### config.mk
export PLATFORM = sky130hd
export DESIGN_NAME = display_arbiter_flat
export DESIGN_NICKNAME = d
export VERILOG_FILES = /design/src/rtl/display_pkg.sv /design/src/rtl/display_arbiter_if.sv /design/src/rtl/hex_to_7seg.sv /design/src/rtl/display_arbiter.sv /design/src/flat_wrapper.sv
export SDC_FILE = /design/constraint.sdc
export NUM_CORES = 1
export LEC_CHECK = 0
export CAP_MARGIN = 20
export CORE_MARGIN = 5
export CORE_UTILIZATION = 35
export DETAILED_ROUTE_END_ITERATION = 10
export GPL_TIMING_DRIVEN = 0
export PLACE_DENSITY = 0.67
export SLEW_MARGIN = 10
export SYNTH_ARGS = -nofsm -noshare
export SYNTH_HDL_FRONTEND = slang
export SYNTH_SLANG_ARGS = --single-unit
### constraint.sdc
create_clock -name CLOCK_50 -period 3.2 [get_ports CLOCK_50]
set_input_delay 0.48 -clock CLOCK_50 [delete_from_list [all_inputs] [get_ports CLOCK_50]]
set_output_delay 0.48 -clock CLOCK_50 [all_outputs]
set_load 0.01 [all_outputs]
### src/rtl/display_pkg.sv
// display_pkg: shared constants and state type for the display arbiter
package display_pkg;
  localparam int DIGITS = 6;
  localparam int NIB_W = 4;
  localparam int SEG_W = 7;
  localparam logic [SEG_W-1:0] SEG_BLANK = 7'b1111111;
  typedef enum logic {IDLE, OWN} state_t;
endpackage

### src/rtl/display_arbiter_if.sv
// display_arbiter_if: requester bundle, grant/busy and the six HEX digit buses
interface display_arbiter_if #(parameter int N_REQ = 4);
  import display_pkg::*;
  logic [N_REQ-1:0] req;
  logic [24*N_REQ-1:0] data;
  logic [6*N_REQ-1:0] blank;
  logic [N_REQ-1:0] grant;
  logic busy;
  logic [SEG_W-1:0] HEX0, HEX1, HEX2, HEX3, HEX4, HEX5;
  modport master (output req, data, blank, input grant, busy, HEX0, HEX1, HEX2, HEX3, HEX4, HEX5);
  modport slave (input req, data, blank, output grant, busy, HEX0, HEX1, HEX2, HEX3, HEX4, HEX5);
endinterface

### src/rtl/hex_to_7seg.sv
// hex_to_7seg: nibble to active-low gfedcba segment decoder
module hex_to_7seg
  import display_pkg::*;
(
  input  logic [NIB_W-1:0] nib,
  output logic [SEG_W-1:0] seg
);
  // one segment pattern per hex value
  always_comb begin
    seg = SEG_BLANK;
    case (nib)
      4'h0: seg = 7'b1000000;
      4'h1: seg = 7'b1111001;
      4'h2: seg = 7'b0100100;
      4'h3: seg = 7'b0110000;
      4'h4: seg = 7'b0011001;
      4'h5: seg = 7'b0010010;
      4'h6: seg = 7'b0000010;
      4'h7: seg = 7'b1111000;
      4'h8: seg = 7'b0000000;
      4'h9: seg = 7'b0010000;
      4'hA: seg = 7'b0001000;
      4'hB: seg = 7'b0000011;
      4'hC: seg = 7'b1000110;
      4'hD: seg = 7'b0100001;
      4'hE: seg = 7'b0000110;
      default: seg = 7'b0001110;
    endcase
  end
endmodule

### src/rtl/display_arbiter.sv
// display_arbiter: round-robin HEX display sharing with minimum dwell; DISPLAY_OWNER_TAG_EN shows owner index on HEX5
module display_arbiter
  import display_pkg::*;
#(
  parameter int N_REQ = 4,
  parameter int DWELL_CYC = 50000000,
  parameter int CNT_W = 26
) (
  input logic CLOCK_50,
  input logic rst_n,
  display_arbiter_if.slave bus
);
  localparam int OW = $clog2(N_REQ);
  localparam logic [CNT_W-1:0] CNT_MAX = CNT_W'(DWELL_CYC - 1);
  localparam logic [OW-1:0] LAST = OW'(N_REQ - 1);
  state_t state;
  logic [CNT_W-1:0] cnt;
  logic [OW-1:0] ptr, own, idle_w, pre_w;
  logic idle_hit, pre_hit;
  logic [23:0] src [N_REQ];
  logic [5:0] msk [N_REQ];
  logic [SEG_W-1:0] seg [DIGITS];
  logic [SEG_W-1:0] nxt [DIGITS];
  logic [SEG_W-1:0] hex [DIGITS];
  function automatic logic [OW-1:0] inc(input logic [OW-1:0] i);
    return i == LAST ? '0 : i + 1'b1;
  endfunction
  for (genvar i = 0; i < N_REQ; i++) begin : g_req
    assign src[i] = bus.data[24*i +: 24];
    assign msk[i] = bus.blank[6*i +: 6];
  end
  for (genvar d = 0; d < DIGITS; d++) begin : g_dig
    logic [NIB_W-1:0] nib;
`ifdef DISPLAY_OWNER_TAG_EN
    assign nib = d == DIGITS - 1 ? NIB_W'(own) : src[own][4*d +: NIB_W];
    assign nxt[d] = d != DIGITS - 1 && msk[own][d] ? SEG_BLANK : seg[d];
`else
    assign nib = src[own][4*d +: NIB_W];
    assign nxt[d] = msk[own][d] ? SEG_BLANK : seg[d];
`endif
    hex_to_7seg u_dec (.nib(nib), .seg(seg[d]));
  end
  // round-robin search: lowest offset wins, idle search from ptr, preempt search after the owner
  always_comb begin
    idle_hit = 1'b0;
    idle_w = ptr;
    pre_hit = 1'b0;
    pre_w = own;
    for (int k = N_REQ - 1; k >= 0; k--) begin
      logic [OW-1:0] a, b;
      a = OW'((int'(ptr) + k) % N_REQ);
      b = OW'((int'(own) + k) % N_REQ);
      if (bus.req[a]) begin
        idle_hit = 1'b1;
        idle_w = a;
      end
      if (k > 0 && bus.req[b]) begin
        pre_hit = 1'b1;
        pre_w = b;
      end
    end
  end
  // ownership FSM with registered grant, busy and segment outputs; release beats expiry
  always_ff @(posedge CLOCK_50) begin
    if (!rst_n) begin
      state <= IDLE;
      bus.grant <= '0;
      bus.busy <= 1'b0;
      cnt <= '0;
      ptr <= '0;
      own <= '0;
      hex <= '{default: SEG_BLANK};
    end else if (state == IDLE) begin
      hex <= '{default: SEG_BLANK};
      if (idle_hit) begin
        state <= OWN;
        bus.grant <= N_REQ'(1) << idle_w;
        bus.busy <= 1'b1;
        own <= idle_w;
        cnt <= '0;
      end
    end else if (!bus.req[own]) begin
      state <= IDLE;
      bus.grant <= '0;
      bus.busy <= 1'b0;
      ptr <= inc(own);
      hex <= '{default: SEG_BLANK};
    end else begin
      hex <= nxt;
      if (cnt == CNT_MAX && pre_hit) begin
        bus.grant <= N_REQ'(1) << pre_w;
        own <= pre_w;
        cnt <= '0;
        ptr <= inc(pre_w);
      end else if (cnt != CNT_MAX) begin
        cnt <= cnt + 1'b1;
      end
    end
  end
  assign bus.HEX0 = hex[0];
  assign bus.HEX1 = hex[1];
  assign bus.HEX2 = hex[2];
  assign bus.HEX3 = hex[3];
  assign bus.HEX4 = hex[4];
  assign bus.HEX5 = hex[5];
endmodule

### src/flat_wrapper.sv
// flat-port wrapper written by rule: the top's interface ports become plain ports
module display_arbiter_flat import display_pkg::*;
#(
  parameter int N_REQ = 4,
  parameter int DWELL_CYC = 50000000,
  parameter int CNT_W = 26
)
  (CLOCK_50, rst_n, bus_req, bus_data, bus_blank, bus_grant, bus_busy, bus_HEX0, bus_HEX1, bus_HEX2, bus_HEX3, bus_HEX4, bus_HEX5);
  display_arbiter_if #(.N_REQ(N_REQ)) bus_i ();
  input logic CLOCK_50;
  input logic rst_n;
  input wire logic [$bits(bus_i.req)-1:0] bus_req;
  input wire logic [$bits(bus_i.data)-1:0] bus_data;
  input wire logic [$bits(bus_i.blank)-1:0] bus_blank;
  output wire logic [$bits(bus_i.grant)-1:0] bus_grant;
  output wire logic [$bits(bus_i.busy)-1:0] bus_busy;
  output wire logic [$bits(bus_i.HEX0)-1:0] bus_HEX0;
  output wire logic [$bits(bus_i.HEX1)-1:0] bus_HEX1;
  output wire logic [$bits(bus_i.HEX2)-1:0] bus_HEX2;
  output wire logic [$bits(bus_i.HEX3)-1:0] bus_HEX3;
  output wire logic [$bits(bus_i.HEX4)-1:0] bus_HEX4;
  output wire logic [$bits(bus_i.HEX5)-1:0] bus_HEX5;
  assign bus_i.req = bus_req;
  assign bus_i.data = bus_data;
  assign bus_i.blank = bus_blank;
  assign bus_grant = bus_i.grant;
  assign bus_busy = bus_i.busy;
  assign bus_HEX0 = bus_i.HEX0;
  assign bus_HEX1 = bus_i.HEX1;
  assign bus_HEX2 = bus_i.HEX2;
  assign bus_HEX3 = bus_i.HEX3;
  assign bus_HEX4 = bus_i.HEX4;
  assign bus_HEX5 = bus_i.HEX5;
  display_arbiter #(.N_REQ(N_REQ), .DWELL_CYC(DWELL_CYC), .CNT_W(CNT_W)) u_core (.CLOCK_50(CLOCK_50), .rst_n(rst_n), .bus(bus_i));
endmodule
==> results of run 1 <==
-- metal layers --
layer / GRT usage / up-vias / wire length [um]
met5: 0 / - / 0
met4: 0.0509 / 0 / 257
met3: 0.0449 / 18 / 1280
met2: 0.356 / 219 / 9080
met1: 0.228 / 2503 / 7150
li1: - / 2455 / -
-- through the flow --
stage	setup TNS (ps)	power (uW)
3_3_place_gp	-155	2320
2_1_floorplan	0	1910
4_1_cts	0	3360
5_1_grt	0	3520
3_5_place_dp	-181	2370
6_report	0	3340
-- cells by family (layout without fill, tap and decap cells) --
logic type                 after synthesis  count (layout)  synth area share
xor gates and xnor gates                15              15            0.0246
buffers and inverters                   63             248            0.0543
and+or+nand+nor                        190             190             0.184
DFF                                     78              78             0.292
muxes                                   54              54             0.184
AOI/OAI and AO/OA                      126             126             0.169
adders and majority gates               39              39            0.0913
-- state kept, by name, summed over array words and instances (netlist names) --
register / flops
u_core.bus.HEX4: 7
u_core.bus.grant: 4
u_core.bus.HEX0: 7
u_core.state: 1
u_core.bus.HEX5: 7
u_core.bus.HEX3: 7
u_core.ptr: 2
u_core.own: 2
u_core.bus.busy: 1
u_core.bus.HEX2: 7
u_core.bus.HEX1: 7
u_core.cnt: 26
-- worst max-delay path, stage by stage (launching register included) --
cell,delay [ps]
dfxtp_1,360
buf_6,190
buf_2,350
buf_2,370
mux4_2,440
inv_1,160
ha_1,180
inv_1,50
mux4_2,430
or3_1,300
-- power by group through the flow --
stage	clock network (uW)	registers [uW]	logic (uW)
3_3_place_gp	0	1060	1260
6_report	984	1040	1320
3_5_place_dp	0	1060	1310
5_1_grt	1050	1040	1430
4_1_cts	1010	1040	1320
2_1_floorplan	0	1070	835
-- layout by cell type, fill, tap and decap left out, types with 3 or more instances in the layout --
cell type and count:
nor2b_1 7, a21oi_1 30, and4_1 4, inv_1 32, nor3_1 9, and3_1 7
nor2_1 48, o22ai_1 4, buf_6 3, buf_2 13, mux2i_1 16, clkbuf_16 9
mux4_2 35, clkdlybuf4s50_1 170, xor2_1 4, nand2_1 40, dfxtp_1 78, or2_2 6
o21ai_1 7, o221ai_1 14, nand3_1 26, clkbuf_8 3, o21ai_0 20, ha_1 39
o211ai_1 20, nand4_1 6, buf_4 3, clkbuf_1 11, xnor2_1 11, a21o_1 3
or3_1 10, nand2b_1 8
-- worst max path at each step --
stage | endpoint | slack [ps] | depth (start not counted)
after CTS | u_core.bus.HEX0[3]$_SDFF_PP1_ | 120 | 9
after global placement | u_core.bus.HEX2[3]$_SDFF_PP1_ | -160 | 9
after global routing | u_core.bus.HEX4[3]$_SDFF_PP1_ | 30 | 10
after detailed placement | u_core.bus.HEX2[3]$_SDFF_PP1_ | -180 | 9
after floorplan | u_core.bus.HEX2[3]$_SDFF_PP1_ | 500 | 9
final | u_core.bus.HEX5[3]$_SDFF_PP1_ | 220 | 9
-- area by class of cell --
class	instances	area [um2]
plain buffers	30	164
clock buffers	13	270
fillers	1374	7530
well taps	188	235
repair buffers	170	1700
clock inverters	3	17.5
multi-input cells	424	3490
flip-flops and latches	78	1560
inverters	32	120
==> summary.txt, run 1 <==
Post-layout util -> 0.501
Cts hold-fix bufs -> 0
H-tree depth -> 3
Switch share -> 0.333
R2R setup slack -> 220 ps
DRC Markers -> 0
Synth Warn # -> 0
Seq/Total Area, Yosys -> 0.292
Worst-path clk slew -> 60 ps
Die width -> 134 um
Final Hold Vio Count -> 0
IO Pins -> 173
Mapped Cells -> 565
Vias/cell -> 5.54
Number of diodes -> 0
Setup Buffers After CTS -> 0
Most used DFF post-synth -> dfxtp_1
Final std cells w/o fill -> 938
Yosys top cell by area -> dfxtp_1
Total CTS buffers -> 9
Gpl congestion -> 0.920
Crit share post-route -> 0.930
Fmax -> 0.336 GHz
Core area -> 15100 um2
Place WS -> -181 ps
Critical path type -> flip-flop to flip-flop
Sink Count -> 78
Status -> complete, no violations
Mean Syn Cell Area -> 9.46 um2
CTS Buffer Depth -> 2
Synth top area cells -> dfxtp_1, mux4_2, ha_1, nor2_1, mux2i_1
RSZ-0062 raised after global routing -> no
Cell internal pwr -> 2230 uW
Required time worst endpoint -> 3420 ps
Post-synthesis register bit count -> 78
Root Driver -> clkbuf_16
DR iter-0 viols -> 393
Worst Setup SP -> u_core.own[1]$_SDFFE_PN0P_
DP Area -> 7280 um2
Slew Limit Fails -> 0
Layout Nets -> 910
Clock share of power -> 0.294
Worst Max-Slew Pin Slew -> 782 ps
Min-Delay Path Class -> flip-flop to flip-flop
First-pass GRT wire length -> 27500 um
Tmin final -> 2980 ps
R2R cell count -> 9
Crit path max fanout -> 10
Post-route cell area -> 7560 um2
Critical path endpoint category -> flip-flop
Number of synthesized flops with an enable pin -> 0
R2r startpoint -> u_core.own[1]$_SDFFE_PN0P_
HP Start -> u_core.cnt[15]$_SDFFE_PN0P_
Post-DP HPWL -> 14200 um
Row Count -> 45
CTS-repair resized insts -> 1
GRT Overall Usage -> 0.194
Netlist Area Pre-Place -> 5340 um2
Synth unique cells -> 67
Post-synth top cells -> dfxtp_1, nor2_1, nand2_1
Layout cells sized above 1 -> 0.124
GR Overflow Total -> 0
IO buf count -> 170
Length of the first detailed-routing pass in iterations -> 5
Most frequent cell after synthesis -> dfxtp_1
Max_cap viols -> 0
Starting Density -> 0.354
Number of routed nets with antenna violations -> 0
Slew margin rel. -> 0.472
Leak -> 0.00284 uW
Skew-Pair Late Insertion Delay -> 340 ps
Final setup fails -> 0
Switching power of the nets -> 1110 uW
Setup Skew -> 5.87 ps
Post-Place Cells -> 923
Die area -> 17800 um2
Worst hold stages -> 2
R2R Path End -> u_core.bus.HEX5[3]$_SDFF_PP1_
Share of the synthesized area in the top cell type -> 0.292
Total Wirelength -> 17800 um
Final setup margin -> 223 ps
Die height -> 134 um
PwrDens -> 442 nW/um2
VDD IR-drop max -> 240 uV
Comb pwr share -> 0.395
Number of global-route vias before repair -> 5130
Hold EP -> u_core.cnt[15]$_SDFFE_PN0P_
Sequential power share -> 0.311
Largest net degree at the start of global routing -> 13
WL/cell -> 18.9 um
Crit path DAT -> 3200 ps
Antenna violations before repair -> 0
Final hold slack -> 507 ps
Ys async rst share -> 0
Layout Area Growth over Synthesis -> 41.5%
CTS tree -> yes
Routed via count -> 5195
Post-Syn Nets -> 730
CP Launch Type -> flip-flop
Power figures use the tool's default switching activity.
==> run 2, diff against run 1 <==
--- a/config.mk
+++ b/config.mk
@@ -11,5 +11,6 @@
 export DETAILED_ROUTE_END_ITERATION = 10
 export GPL_TIMING_DRIVEN = 0
-export PLACE_DENSITY = 0.67
+export PLACE_DENSITY = 0.61
+export SKIP_CTS_REPAIR_TIMING = 1
 export SLEW_MARGIN = 10
 export SYNTH_ARGS = -nofsm -noshare
==> constraint.sdc (replaced) <==
create_clock -name CLOCK_50 -period 3.2 [get_ports CLOCK_50]
set_input_delay 0.48 -clock CLOCK_50 [delete_from_list [all_inputs] [get_ports CLOCK_50]]
set_output_delay 0.48 -clock CLOCK_50 [all_outputs]
set_load 0.05 [all_outputs]
==> run 2 against run 1 <==
  * Register-to-register slack hardly changed
  * Combinational power rose by 8%
  * Final cell count stayed put
  * Maximum frequency about the same
  * Cell area up 0.20%
  * Highest routed layer unchanged
==> summary.txt, run 2 (synthesis gave the netlist of run 1 again) <==
R2R Path End -> u_core.bus.HEX2[3]$_SDFF_PP1_
Bufs and invs on worst path -> 5
R2r startpoint -> u_core.own[1]$_SDFFE_PN0P_
Slew Limit Fails -> 0
Routed via count -> 5151
Worst Max-Slew Pin Slew -> 832 ps
Crit share post-route -> 0.930
Root Driver -> clkbuf_16
Slowest CP cell -> mux4_2
Clock share of power -> 0.296
Status -> complete, no violations
Crit path max fanout -> 10
Die height -> 134 um
IO buf count -> 170
Place WS -> -125 ps
Critical path type -> flip-flop to flip-flop
CTS Buffer Depth -> 2
Die width -> 134 um
Switch share -> 0.346
Final hold slack -> 499 ps
Number of routed nets with antenna violations -> 0
Tmin final -> 2980 ps
Worst hold stages -> 2
Die area -> 17800 um2
Antenna violations before repair -> 1
Length of the first detailed-routing pass in iterations -> 6
Setup Skew -> 9.87 ps
Min-Delay Path Class -> flip-flop to flip-flop
Sink Count -> 78
WL/cell -> 18.5 um
VDD IR-drop max -> 227 uV
Most frequent cells in the layout -> clkdlybuf4s50_1, dfxtp_1, nor2_1
Vias/cell -> 5.49
Comb pwr share -> 0.407
Leak -> 0.00285 uW
DR iter-0 viols -> 356
HP Start -> u_core.cnt[15]$_SDFFE_PN0P_
Area occupied by multi-input gates -> 3490 um2
Crit path DAT -> 3190 ps
GR Overflow Total -> 0
Layout Nets -> 910
Final setup fails -> 0
Gpl congestion -> 0.885
Reg with most FFs -> u_core.cnt
Reg area -> 1560 um2
CP Launch Type -> flip-flop
Max incr delay on CP -> 430 ps
First-pass GRT wire length -> 27500 um
Cell internal pwr -> 2280 uW
R2R setup slack -> 220 ps
Layout cells sized above 1 -> 0.123
Hold EP -> u_core.cnt[15]$_SDFFE_PN0P_
Sequential power share -> 0.297
RSZ-0062 raised after global routing -> no
H-tree depth -> 3
Max reg flops -> 26
Switching power of the nets -> 1210 uW
Post-DP HPWL -> 13700 um
Largest net degree at the start of global routing -> 13
GRT Overall Usage -> 0.193
Worst Setup SP -> u_core.own[1]$_SDFFE_PN0P_
Total CTS buffers -> 9
Starting Density -> 0.354
PwrDens -> 461 nW/um2
Total Wirelength -> 17300 um
Final Hold Vio Count -> 0
Required time worst endpoint -> 3420 ps
Post-Place Cells -> 923
Critical path endpoint category -> flip-flop
Fmax -> 0.336 GHz
Layout Area Growth over Synthesis -> 41.8%
Worst-path clk slew -> 60 ps
IO Pins -> 173
Skew-Pair Late Insertion Delay -> 340 ps
CTS tree -> yes
Slew margin rel. -> 0.438
FILL cells -> 1371
Final std cells w/o fill -> 938
Post-layout util -> 0.502
R2R cell count -> 9
Core area -> 15100 um2
DRC Markers -> 0
Top delay family on crit path -> buffers and inverters
Final setup margin -> 223 ps
Row Count -> 45
Max_cap viols -> 0
CP Cell Sequence -> buf_6 > buf_2 > clkbuf_2 > mux4_2 > inv_1 > ha_1 > inv_1 > mux4_2 > or3_1
Most common cell after layout, fill and taps aside -> clkdlybuf4s50_1
Number of global-route vias before repair -> 5189
==> run 2: cell count changes in the layout (fill, tap and decap cells not counted), sizes merged <==
cell      change
clkbuf        -1
bufinv        +1
clkinvlp      -1
diode         +1
==> run 2: area by class of cell <==
cell class,instances,share of cell area
multi-input cells,424,0.461
repair buffers,170,0.225
flip-flops and latches,78,0.206
clock buffers,12,0.0339
well taps,188,0.0310
plain buffers,30,0.0216
inverters,32,0.0159
clock inverters,3,0.00578
diodes,1,0.000330
==> run 2: layer usage <==
| metal | wire length, um | track usage | up-vias | share of wire |
|---|---|---|---|---|
| li1 | - | - | 2454 | - |
| met2 | 8580 | 0.338 | 183 | 0.49 |
| met4 | 426 | 0.0714 | 0 | 0.025 |
| met1 | 7120 | 0.227 | 2486 | 0.41 |
| met3 | 1210 | 0.0487 | 28 | 0.070 |
| met5 | 0 | 0 | - | 0 |
==> run 2: metrics by stage <==
step | setup TNS [ps] | power (uW) | instance area [um2]
after floorplan | 0 | 2020 | 5340
after global placement | -88.1 | 2440 | 7280
after detailed placement | -125 | 2470 | 7280
after CTS | -149 | 3530 | 7580
after global routing | 0 | 3700 | 7580
final | 0 | 3490 | 7580
==> run 2: how the worst max path moves through the flow <==
stage	cells past startpoint	to
floorplan	9	u_core.bus.HEX2[3]$_SDFF_PP1_
global placement	9	u_core.bus.HEX2[3]$_SDFF_PP1_
detailed placement	9	u_core.bus.HEX2[3]$_SDFF_PP1_
CTS	9	u_core.bus.HEX2[3]$_SDFF_PP1_
global route	10	u_core.bus.HEX3[3]$_SDFF_PP1_
finish	9	u_core.bus.HEX2[3]$_SDFF_PP1_
==> run 2: power groups by stage <==
| stage | sequential, uW | combinational [uW] | clock (uW) |
|---|---|---|---|
| global placement | 1060 | 1380 | 0 |
| CTS | 1040 | 1420 | 1060 |
| global route | 1040 | 1550 | 1100 |
| detailed placement | 1060 | 1410 | 0 |
| floorplan | 1180 | 835 | 0 |
| finish | 1040 | 1420 | 1030 |
==> run 2: worst register-to-register path, delay by kind of cell (launching register included) <==
kind | cells | cell delay (ps)
muxes | 2 | 780
and+or+nand+nor | 1 | 300
DFF | 1 | 360
adders and majority gates | 1 | 310
buffers and inverters | 5 | 1090
